`src/rtl/clk_en_controller_pkg.sv`:
```
// Shared state encodings and widths for the clk_en_controller block.
package ctrl_pkg;

  typedef enum logic [1:0] {
    StIdle  = 2'b00,
    StStep  = 2'b01,
    StRun   = 2'b10,
    StBurst = 2'b11
  } state_e;

  localparam int unsigned EN_COUNT_WIDTH = 8;

endpackage

```
`src/rtl/clk_en_controller_tick_gen.sv`:
```
// Prescaler for clk_en_controller: latches the divisor on entry and raises tick every div+1 cycles.
module tick_gen #(
  parameter int unsigned DIV_WIDTH = 16
) (
  input  logic                 clk,
  input  logic                 rst,
  input  logic                 load,
  input  logic                 clear,
  input  logic                 advance,
  input  logic [DIV_WIDTH-1:0] div,
  output logic                 tick
);

  logic [DIV_WIDTH-1:0] cnt_q, cnt_d;
  logic [DIV_WIDTH-1:0] div_q, div_d;

  assign tick = (cnt_q == div_q);

  // load has priority so an entry always starts from a freshly latched divisor
  always_comb begin
    cnt_d = cnt_q;
    div_d = div_q;
    if (load) begin
      div_d = div;
      cnt_d = '0;
    end else if (clear) begin
      cnt_d = '0;
    end else if (advance) begin
      cnt_d = tick ? '0 : cnt_q + DIV_WIDTH'(1);
    end
  end

  always_ff @(posedge clk or posedge rst) begin
    if (rst) begin
      cnt_q <= '0;
      div_q <= '0;
    end else begin
      cnt_q <= cnt_d;
      div_q <= div_d;
    end
  end

endmodule

```
`src/rtl/clk_en_controller.sv`:
```
// Datapath clock-enable scheduler: single-step, prescaled run and counted burst modes.
// Define CLK_EN_COUNT_EN to build the en_count pulse counter; otherwise en_count is tied to 0.
module clk_en_controller
  import ctrl_pkg::*;
#(
  parameter int unsigned DIV_WIDTH   = 16,
  parameter int unsigned BURST_WIDTH = 4
) (
  input  logic                      clk,
  input  logic                      rst,
  input  logic                      step_p,
  input  logic                      run_p,
  input  logic                      burst_p,
  input  logic                      halt,
  input  logic [DIV_WIDTH-1:0]      div,
  input  logic [BURST_WIDTH-1:0]    burst_len,
  output logic                      clk_en,
  output logic                      busy,
  output logic [1:0]                mode,
  output logic [EN_COUNT_WIDTH-1:0] en_count
);

  state_e                 state_q, state_d;
  logic [BURST_WIDTH-1:0] rem_q, rem_d;
  logic                   busy_q;
  logic                   tick;
  logic                   tg_load, tg_clear, tg_advance;

  tick_gen #(
    .DIV_WIDTH(DIV_WIDTH)
  ) u_tick_gen (
    .clk    (clk),
    .rst    (rst),
    .load   (tg_load),
    .clear  (tg_clear),
    .advance(tg_advance),
    .div    (div),
    .tick   (tick)
  );

  // halt masks the strobe combinationally, even before the FSM leaves its state
  assign clk_en = ~halt & ((state_q == StStep) |
                           (((state_q == StRun) | (state_q == StBurst)) & tick));

  always_comb begin
    state_d    = state_q;
    rem_d      = rem_q;
    tg_load    = 1'b0;
    tg_clear   = 1'b0;
    tg_advance = 1'b0;
    if (halt) begin
      state_d  = StIdle;
      tg_clear = 1'b1;
    end else begin
      case (state_q)
        StIdle: begin
          if (run_p) begin
            state_d = StRun;
            tg_load = 1'b1;
          end else if (burst_p && (burst_len != '0)) begin
            state_d = StBurst;
            tg_load = 1'b1;
            rem_d   = burst_len;
          end else if (step_p) begin
            state_d = StStep;
          end
        end
        StStep: begin
          state_d = StIdle;
        end
        StRun: begin
          if (run_p) begin
            state_d = StIdle;
          end else begin
            tg_advance = 1'b1;
          end
        end
        StBurst: begin
          if (run_p) begin
            state_d = StIdle;
          end else begin
            tg_advance = 1'b1;
            if (tick) begin
              rem_d = rem_q - BURST_WIDTH'(1);
              if (rem_q == BURST_WIDTH'(1)) begin
                state_d = StIdle;
              end
            end
          end
        end
        default: begin
          state_d = StIdle;
        end
      endcase
    end
  end

  always_ff @(posedge clk or posedge rst) begin
    if (rst) begin
      state_q <= StIdle;
      rem_q   <= '0;
      busy_q  <= 1'b0;
    end else begin
      state_q <= state_d;
      rem_q   <= rem_d;
      busy_q  <= (state_d != StIdle);
    end
  end

  assign mode = state_q;
  assign busy = busy_q;

`ifdef CLK_EN_COUNT_EN
  logic [EN_COUNT_WIDTH-1:0] en_count_q, en_count_d;

  assign en_count_d = en_count_q + EN_COUNT_WIDTH'(clk_en);

  always_ff @(posedge clk or posedge rst) begin
    if (rst) begin
      en_count_q <= '0;
    end else begin
      en_count_q <= en_count_d;
    end
  end

  assign en_count = en_count_q;
`else
  assign en_count = '0;
`endif

endmodule
```
`config.mk`:
```
export PLATFORM = sky130hd
export DESIGN_NAME = clk_en_controller
export DESIGN_NICKNAME = d
export VERILOG_FILES = /design/src/rtl/clk_en_controller_pkg.sv /design/src/rtl/clk_en_controller_tick_gen.sv /design/src/rtl/clk_en_controller.sv
export SDC_FILE = /design/constraint.sdc
export NUM_CORES = 1
export LEC_CHECK = 0
export BUFFER_PORTS_ARGS = -buffer_cell sky130_fd_sc_hd__clkbuf_2
export CAP_MARGIN = 20
export CELL_PAD_IN_SITES_DETAIL_PLACEMENT = 1
export CELL_PAD_IN_SITES_GLOBAL_PLACEMENT = 1
export CORE_UTILIZATION = 43
export DETAILED_ROUTE_END_ITERATION = 6
export PLACE_DENSITY = 0.91
export SETUP_SLACK_MARGIN = 0.1
export SYNTH_ARGS = -nofsm -noshare
export SYNTH_HDL_FRONTEND = slang
export SYNTH_SLANG_ARGS = --single-unit
```
`constraint.sdc`:
```
create_clock -name clk -period 2.7 [get_ports clk]
set_input_delay 0.405 -clock clk [delete_from_list [all_inputs] [get_ports clk]]
set_output_delay 0.405 -clock clk [all_outputs]
set_load 0.01 [all_outputs]
```
# Word level (Yosys, flattened, before mapping)
# Cells that the tools add are included.
# op_classes
addsub	2
eq_ne	9
muxes	26
n_bitwise	5
reduce_logical	8
# op_table
operator	count
two-way mux 16 bit	4
adder 16 x 1 -> 16 bit (second input constant)	1
== test 16 bit	1
two-way mux 2 bit	8
two-way mux 4 bit	4
two-way mux 1 bit	8
inequality test 2 bit (second input constant)	4
case mux 2 bit (4 select lines)	1
case mux 4 bit (2 select lines)	1
AND reduction 6 bit	1
== test 2 bit (second input constant)	2
== test 4 x 1 -> 1 bit (second input constant)	1
nonzero test 2 bit	2
nonzero test 4 bit	1
subtractor 4 x 1 -> 4 bit (second input constant)	1
nonzero test 3 bit	1
bitwise AND 1 bit	2
== test 2 x 1 -> 1 bit (second input constant)	1
logical NOT 2 bit	1
OR 1 bit	2
OR reduction 2 bit	1
logical AND 1 bit	1
inverter 1 bit	1
# word_totals
ff_bits	39
input_bits	26
output_inout_bits	12

# Logic depth before layout (Yosys ltp)
# Gate-level depths: netlist of the first run.
# logic_depth
word_depth	7
mapped_depth	7
ltp_nobuf	5

# By module
# A second synthesis of the first run with hierarchy kept.
# unflattened
cells_unflattened	210
area_unflattened_um2	2163.3
# modules_own_cells
mod	instances	cells_each	area_per_inst_um2	seq_area_each_um2
tick_gen	1	150	1641.6	800.8
clk_en_controller	1	60	521.8	175.2

# Worst setup path after synthesis of the first run
# No wires, ideal clock.
# synth_timing
kind	register -> register
from	reg state_q[1], in the netlist mode[1]
to	reg u_tick_gen.cnt_q[10]
setup_ns	0.121
t_arrival_ns	1.881
setup_slack_ns	0.697
stages_incl_launch_ff	8
path_buffers	2
synth_period_minus_slack_ns	2.003
cell_sequence	dfrtp_1 -> clkbuf_1 -> mux2_2 -> a21oi_1 -> nor2_1 -> a31oi_1 -> buf_2 -> nor2_1
# synth_via
elab_chain_len	5
elab_cells_between_ends	10
# synth_lines
item	line_no	rtl
start, declared	clk_en_controller.sv:23	state_e state_q, state_d;
start signal, assigned	clk_en_controller.sv:100	state_q <= StIdle;
start signal, assigned	clk_en_controller.sv:104	state_q <= state_d;
== test 2 bit	clk_en_controller.sv:55	case (state_q)
OR reduction 2 bit (no source line)	--	
two-way mux 1 bit	--	
two-way mux 1 bit	clk_en_controller.sv:51	if (halt) begin
nonzero test 3 bit (no source line)	--	
end signal, assigned	clk_en_controller_tick_gen.sv:38	cnt_q <= cnt_d;
end, declared	clk_en_controller_tick_gen.sv:14	logic [DIV_WIDTH-1:0] cnt_q, cnt_d;
# Parallel ways exist; a longest one is shown, timed or not.
# A chain may end at the register's enable or synchronous reset.

# Worst setup path after layout of the first run
# layout_timing
from	reg u_tick_gen.cnt_q[5]
to	out clk_en
# layout_via
elab_chain_len	4
# layout_lines
item	line_no	rtl
== test 16 bit	clk_en_controller_tick_gen.sv:17	assign tick = (cnt_q == div_q);
bitwise AND 1 bit	clk_en_controller.sv:43	(((state_q == StRun) | (state_q == StBurst)) & tick));
OR 1 bit	clk_en_controller.sv:42	assign clk_en = ~halt & ((state_q == StStep) |
bitwise AND 1 bit	clk_en_controller.sv:42	
end, declared	clk_en_controller.sv:17	output logic clk_en,
# Every way passes these cells.

==> out/qor.txt, run 1 <==
Status: completed
Worst Skew: 0.00785 ns
IR drop worst, VDD: 375 uV
# DRC: 0
Post-Synthesis Mean Instance Area: 10.3 sq um
RR Startpoint: u_tick_gen.cnt_q[5]
First-pass GRT wire length: 9110 um
Crit path required time: 2.30 ns
Yosys cell types: 38
Vias in the first global route: 1873
Synth Warn #: 0
Area of the multi-input gates: 0.00115 sq mm
Fin Setup TNS: 0 ns
Worst hold slack: 0.192 ns
Leak: 1.16 nW
Worst min path class: primary input to asynchronous set/reset pin
Diode count: 0
Post-Synthesis Cell Area: 0.00222 sq mm
Max clock buf depth: 2
Post-DP HPWL: 3860 um
#FFs+latches synth: 39
Cts repair resizes: 0
DP Area: 0.00240 sq mm
Fill cell count: 557
Total iterations of the first detailed-routing run: 4
RSZ-0062 raised after global routing: no
FP Rows: 25
Via count: 1744
Async SR Flop Fraction: 100%
Ports: 38
Share of cells above drive strength 1: 26.3%
Max-cap check violation count: 0
Slew @ Worst Pin: 0.511 ns
Final Net Count: 275
Crit path capture type: output port
Crit-path max FO: 4
Mapped Cells: 216
CTS tree: built
Vias/cell: 5.55
CP Launch Type: flip-flop
Register area: 976 sq um
PwrDens: 633 mW/mm^2
Antenna viol nets, final: 0
Pin count of the biggest net entering global routing: 40
Seq/Total Area, Yosys: 43.9%
Most common flop cell mapped by yosys: dfrtp_1
DR WL/cell: 17.0 um
Core region area: 0.00485 sq mm
Hold bufs inserted after CTS: 0
Fin crit share: 90.9%
Final Power: 1.62 mW
Area of the die: 0.00546 sq mm
Total routed wirelength: 5330 um
DR iter-0 viols: 83
Post-layout min period: 2.45 ns
Initial Util: 45.9%
Crit path kind: flip-flop to output port
GRT overflow: 0
Worst-path clk slew: 0.08 ns
Max Transition Viols Final: 0
Gr usage total: 22.3%
Finish-stage setup viols: 0
Final Hold Viols: 0
Final Cell Area: 0.00255 sq mm
PortBufs: 29
Worst skew pair latency: 0.30 ns
Max H-tree Level: 2
Die Ht: 73.9 um
GPL Wtd Cong: 0.837
Worst setup path startpoint: u_tick_gen.cnt_q[5]
Crit path arrival time: 2.05 ns
Clk root buf: clkbuf_8
Synthesis-to-layout area growth: 14.8%
Post-synth EDFFs: 0
Total CTS buffers: 5
Clk sinks: 39
# Post-CTS Setup Buffers: 0
Antenna violations before repair: 0
Rel. slew slack: 65.9%
Die width: 73.9 um
Fmax: 0.408 GHz
[final cells by class]
cell class,instances,area share (%)
clock buffers,6,2.84
clock inverters,2,2.35
inverters,8,1.18
multi-input cells,158,45.0
flip-flops and latches,39,38.2
well taps,67,3.28
repair buffers,34,7.16
[Yosys cell counts (2+ instances only)]
cell type	number	share of area, %
xor2_1	28	11
a31oi_1	2	0.56
buf_4	8	2.7
dfrtp_1	39	44
nor2_1	26	4.4
nand2_1	7	1.2
mux2i_1	2	0.90
inv_1	8	1.4
and2_1	2	0.56
and3_1	4	1.1
nor4_1	6	1.7
or3_1	3	0.84
mux2_2	17	8.6
o211ai_1	8	2.7
a21oi_1	4	0.90
buf_6	2	1.0
nand4_1	4	1.1
o21ai_0	7	1.6
buf_2	2	0.45
ha_1	3	1.7
clkbuf_1	5	0.84
nand3_1	8	1.8
o2111ai_1	5	2.0
nor3_1	2	0.45
[critical path: stages, from the launching register on]
cell	delay [ns]
dfrtp_1	0.44
xor2_1	0.18
nor4_1	0.42
and4_1	0.34
mux2i_1	0.10
nor2_1	0.12
clkbuf_2	0.15
[path summary, 6_finish.rpt]
path,to,slack [ns],depth (start not counted)
worst max register to register,rem_q[2],0.37,5
worst min-delay path,mode[0],0.19,3
max in group asynchronous,u_tick_gen.cnt_q[1],2.14,3
worst min register to register,u_tick_gen.div_q[5],0.53,1
worst max-delay path,clk_en,0.25,6
min in group clk,u_tick_gen.div_q[14],0.34,2
[cells in the final DEF (no fill, tap or decap), types with 3 or more instances in the layout]
| cell type | n |
|---|---|
| conb_1 | 8 |
| o21ai_0 | 7 |
| and3_1 | 4 |
| mux2_2 | 17 |
| dfrtp_1 | 39 |
| buf_4 | 5 |
| o211ai_1 | 8 |
| ha_1 | 3 |
| or3_1 | 3 |
| xor2_1 | 28 |
| nand3_1 | 8 |
| clkbuf_8 | 5 |
| o2111ai_1 | 5 |
| nor4_1 | 4 |
| nand4_1 | 4 |
| a21oi_1 | 4 |
| inv_1 | 8 |
| nand2_1 | 7 |
| nor2_1 | 26 |
| clkbuf_2 | 29 |
[routing by layer]
| layer | global-route usage [%] | wire [um] |
|---|---|---|
| met3 | 4.39 | 164 |
| met4 | 6.62 | 57 |
| met5 | 0 | 0 |
| met1 | 28.0 | 2380 |
| met2 | 38.6 | 2730 |
[logic make-up (layout without fill, tap and decap cells)]
logic type	count (synthesis)	in the layout	share of synthesized area, %
fa+ha+maj	3	3	1.69
buf+inv	26	50	6.53
simple gates	68	68	15.8
compound gates	32	32	11.4
mux	19	19	9.51
flops	39	39	43.9
other cells	1	8	0.169
xor+xnor	28	28	11.0
[report_power, final]
group          leakage (nW)  internal [mW]  switching [mW]
clock                0.0654          0.370           0.215
combinational         0.596          0.140           0.155
sequential            0.498          0.664          0.0724
[stage by stage]
stage	std cells	worst slack, ns	util [%]
global route	314	0.144	52.6
CTS	314	0.127	52.3
finish	314	0.246	52.6
detailed placement	306	0.170	49.5
global placement	306	0.274	49.5
floorplan	223	0.697	-
[sequential cells by signal, summed over array words and instances (netlist names)]
name	flops
rem_q	4
mode	2
u_tick_gen.cnt_q	16
u_tick_gen.div_q	16
busy	1
No activity file was read; power rests on OpenSTA's default activity.
==> inputs of run 2 (changes only) <==
ABC_AREA = 1   (was unset)
CORE_UTILIZATION = 40   (was 43)
==> run 2 against run 1 <==
  * Area after synthesis grew 7.7%
  * Core utilization shrank 5.2 points
  * Clock power shrank 33%
  * Via count grew 28%
  * Sequential cell count is the same
  * Highest routed layer unchanged
==> out/qor.txt, run 2 <==
Status: completed
Post-Synthesis Cell Area: 0.00239 sq mm (+7.7%)
Slowest CP cell: dfrtp_1
Fmax: 0.449 GHz (+10%)
Crit path capture type: output port
Cts repair resizes: 0 (unchanged)
Diode count: 0 (unchanged)
Max H-tree Level: 2 (unchanged)
Biggest regs: u_tick_gen.cnt_q: 16 flops, u_tick_gen.div_q: 16 flops, rem_q: 4 flops
Worst Skew: 0.00876 ns (+0.000907 ns)
Most frequent cells in the layout: 102 x nand2_1, 49 x nor2_1, 48 x inv_1
Synthesis-to-layout area growth: 11.8%
Slew @ Worst Pin: 0.521 ns (+0.00971 ns)
Antenna violations before repair: 0 (unchanged)
Yosys cell types: 34 (-11%)
Fin crit share: 82.5% (-8.4 points)
Rel. slew slack: 65.3% (-0.65 points)
Crit path arrival time: 1.82 ns (-0.23 ns)
Pin count of the biggest net entering global routing: 40 (unchanged)
Finish-stage setup viols: 0 (unchanged)
PwrDens: 540 mW/mm^2 (-15%)
Final core utilization: 47.4% (-5.2 points)
Most common flop cell mapped by yosys: dfrtp_1
Post-synth EDFFs: 0 (unchanged)
Vias in the first global route: 2293 (+22%)
DR iter-0 viols: 93 (+12%)
Die width: 79.4 um (+7.4%)
Ports: 38 (unchanged)
Total iterations of the first detailed-routing run: 4 (unchanged)
Fin Setup TNS: 0 ns (unchanged)
Crit path kind: flip-flop to output port
Commonest cells post-synth: 102 x nand2_1, 49 x nor2_1, 48 x inv_1
Post-Synthesis Mean Instance Area: 7.02 sq um (-32%)
Antenna viol nets, final: 0 (unchanged)
Synth area leaders: dfrtp_1 41%, nand2_1 16%, nor2_1 7.7%, inv_1 7.5%, a21oi_1 3.3%
RSZ-0062 raised after global routing: no
Post-DP HPWL: 4560 um (+18%)
Post-layout min period: 2.23 ns (-0.227 ns)
Clk sinks: 39 (unchanged)
Critical path's largest stage delay: 0.38 ns (-0.06 ns)
Mapped Cells: 341 (+58%)
Crit path required time: 2.30 ns (about the same)
Max-cap check violation count: 0 (unchanged)
Commonest non-fill, non-tap cell in the layout: nand2_1
Core region area: 0.00564 sq mm (+16%)
FP Rows: 27 (+8.0%)
Synth Warn #: 0 (unchanged)
Seq/Total Area, Yosys: 40.8% (-3.1 points)
Cell accounting for the most synthesized area: dfrtp_1
GPL Wtd Cong: 0.824 (-1.6%)
Top cell type's share of synthesized area: 40.8% (-3.1 points)
Hold bufs inserted after CTS: 0 (unchanged)
Final Net Count: 402 (+46%)
GRT overflow: 0 (unchanged)
Area of the die: 0.00630 sq mm (+15%)
Clk root buf: clkbuf_8
Max Transition Viols Final: 0 (unchanged)
R2R setup slack: 0.91 ns (+0.54 ns)
Worst min path class: primary input to asynchronous set/reset pin
Via count: 2226 (+28%)
Initial Util: 42.4% (-3.4 points)
IR drop worst, VDD: 249 uV (-34%)
Final Power: 1.44 mW (-11%)
Final Hold Viols: 0 (unchanged)
Critical path's top delay family: simple AND/OR/NAND/NOR gates
Share of cells above drive strength 1: 16.0% (-10 points)
Stages on the worst setup path: 9 (+3)
Worst-path clk slew: 0.08 ns (about the same)
Cell with the most instances after synthesis: nand2_1
PortBufs: 29 (unchanged)
Async SR Flop Fraction: 100% (unchanged)
CP Launch Type: flip-flop
Vias/cell: 4.99 (-10%)
Gr usage total: 21.3% (-0.97 points)
Leak: 1.40 nW (+21%)
Cells along the critical path: inv_1 -> nand2_1 -> nand2_1 -> nor2_1 -> nand2_1 -> nor2_2 -> nand2_4 -> a211oi_1 -> clkbuf_2
Most frequent cell on the critical path: nand2_1
Worst skew pair latency: 0.30 ns (about the same)
# DRC: 0 (unchanged)
Total CTS buffers: 5 (unchanged)
CTS tree: built
WP buf/inv: 2 (+1)
Total routed wirelength: 5930 um (+11%)
DR WL/cell: 13.3 um (-22%)
First-pass GRT wire length: 10400 um (+14%)
Reg2reg path depth: 7 (+2)
Crit-path max FO: 5 (+1)
# Post-CTS Setup Buffers: 0 (unchanged)
Die Ht: 79.4 um (+7.4%)
Max clock buf depth: 2 (unchanged)
#FFs+latches synth: 39 (unchanged)
==> run 2: layout make-up <==
type / instances / area, sq um
clock buffers: 7 / 76.3
clock inverters: 1 / 5.00
fillers: 743 / 2970
inverters: 53 / 199
multi-input cells: 243 / 1160
flip-flops and latches: 39 / 976
well taps: 72 / 90.1
repair buffers: 31 / 173
==> run 2: worst register-to-register path, delay by kind of cell (launching register included) <==
family                 cells  cell delay [ns]
AND/OR/NAND/NOR            5             0.90
flip-flops                 1             0.44
buffers and inverters      1             0.28
AO/OA/AOI/OAI              1             0.06
==> run 2: layer usage <==
| metal | part of all wire (%) | GRT usage [%] | vias to the layer above |
|---|---|---|---|
| li1 | - | - | 1093 |
| met1 | 44 | 26.4 | 1076 |
| met2 | 51 | 37.4 | 44 |
| met3 | 2.8 | 3.10 | 13 |
| met4 | 1.8 | 7.45 | 0 |
| met5 | 0 | 0 | - |
==> run 2: kinds of logic (layout without fill, tap and decap cells) <==
group	after synthesis	after routing	synth area share (%)
xor+xnor	7	7	2.56
fa+ha+maj	3	3	1.57
buf+inv	66	92	12.0
simple gates	190	190	34.3
compound gates	34	34	8.10
other cells	1	8	0.157
flops	39	39	40.8
mux	1	1	0.470
==> run 2: through the flow <==
step                hold slack (ns)  cells  setup slack (ns)  cell area [sq um]
floorplan                     0.464    348              1.01               2420
global placement              0.496    438             0.839               2590
detailed placement            0.520    438             0.832               2590
CTS                           0.224    446             0.470               2680
global route                  0.244    446             0.303               2680
finish                        0.202    446             0.473               2680
==> run 2: final timing paths <==
kind,from,end
hold / removal,rst,rem_q[0]
hold reg to reg,u_tick_gen.div_q[2],u_tick_gen.div_q[2]
min in group clk,div[7],u_tick_gen.div_q[7]
setup reg to reg,mode[0],u_tick_gen.div_q[6]
setup / recovery,u_tick_gen.cnt_q[12],clk_en
max in group asynchronous,rst,u_tick_gen.cnt_q[11]
==> run 2: where the power goes <==
group | total [mW] | switching, mW | internal [mW]
combinational | 0.336 | 0.208 | 0.128
clock | 0.391 | 0.209 | 0.182
sequential | 0.717 | 0.0579 | 0.659
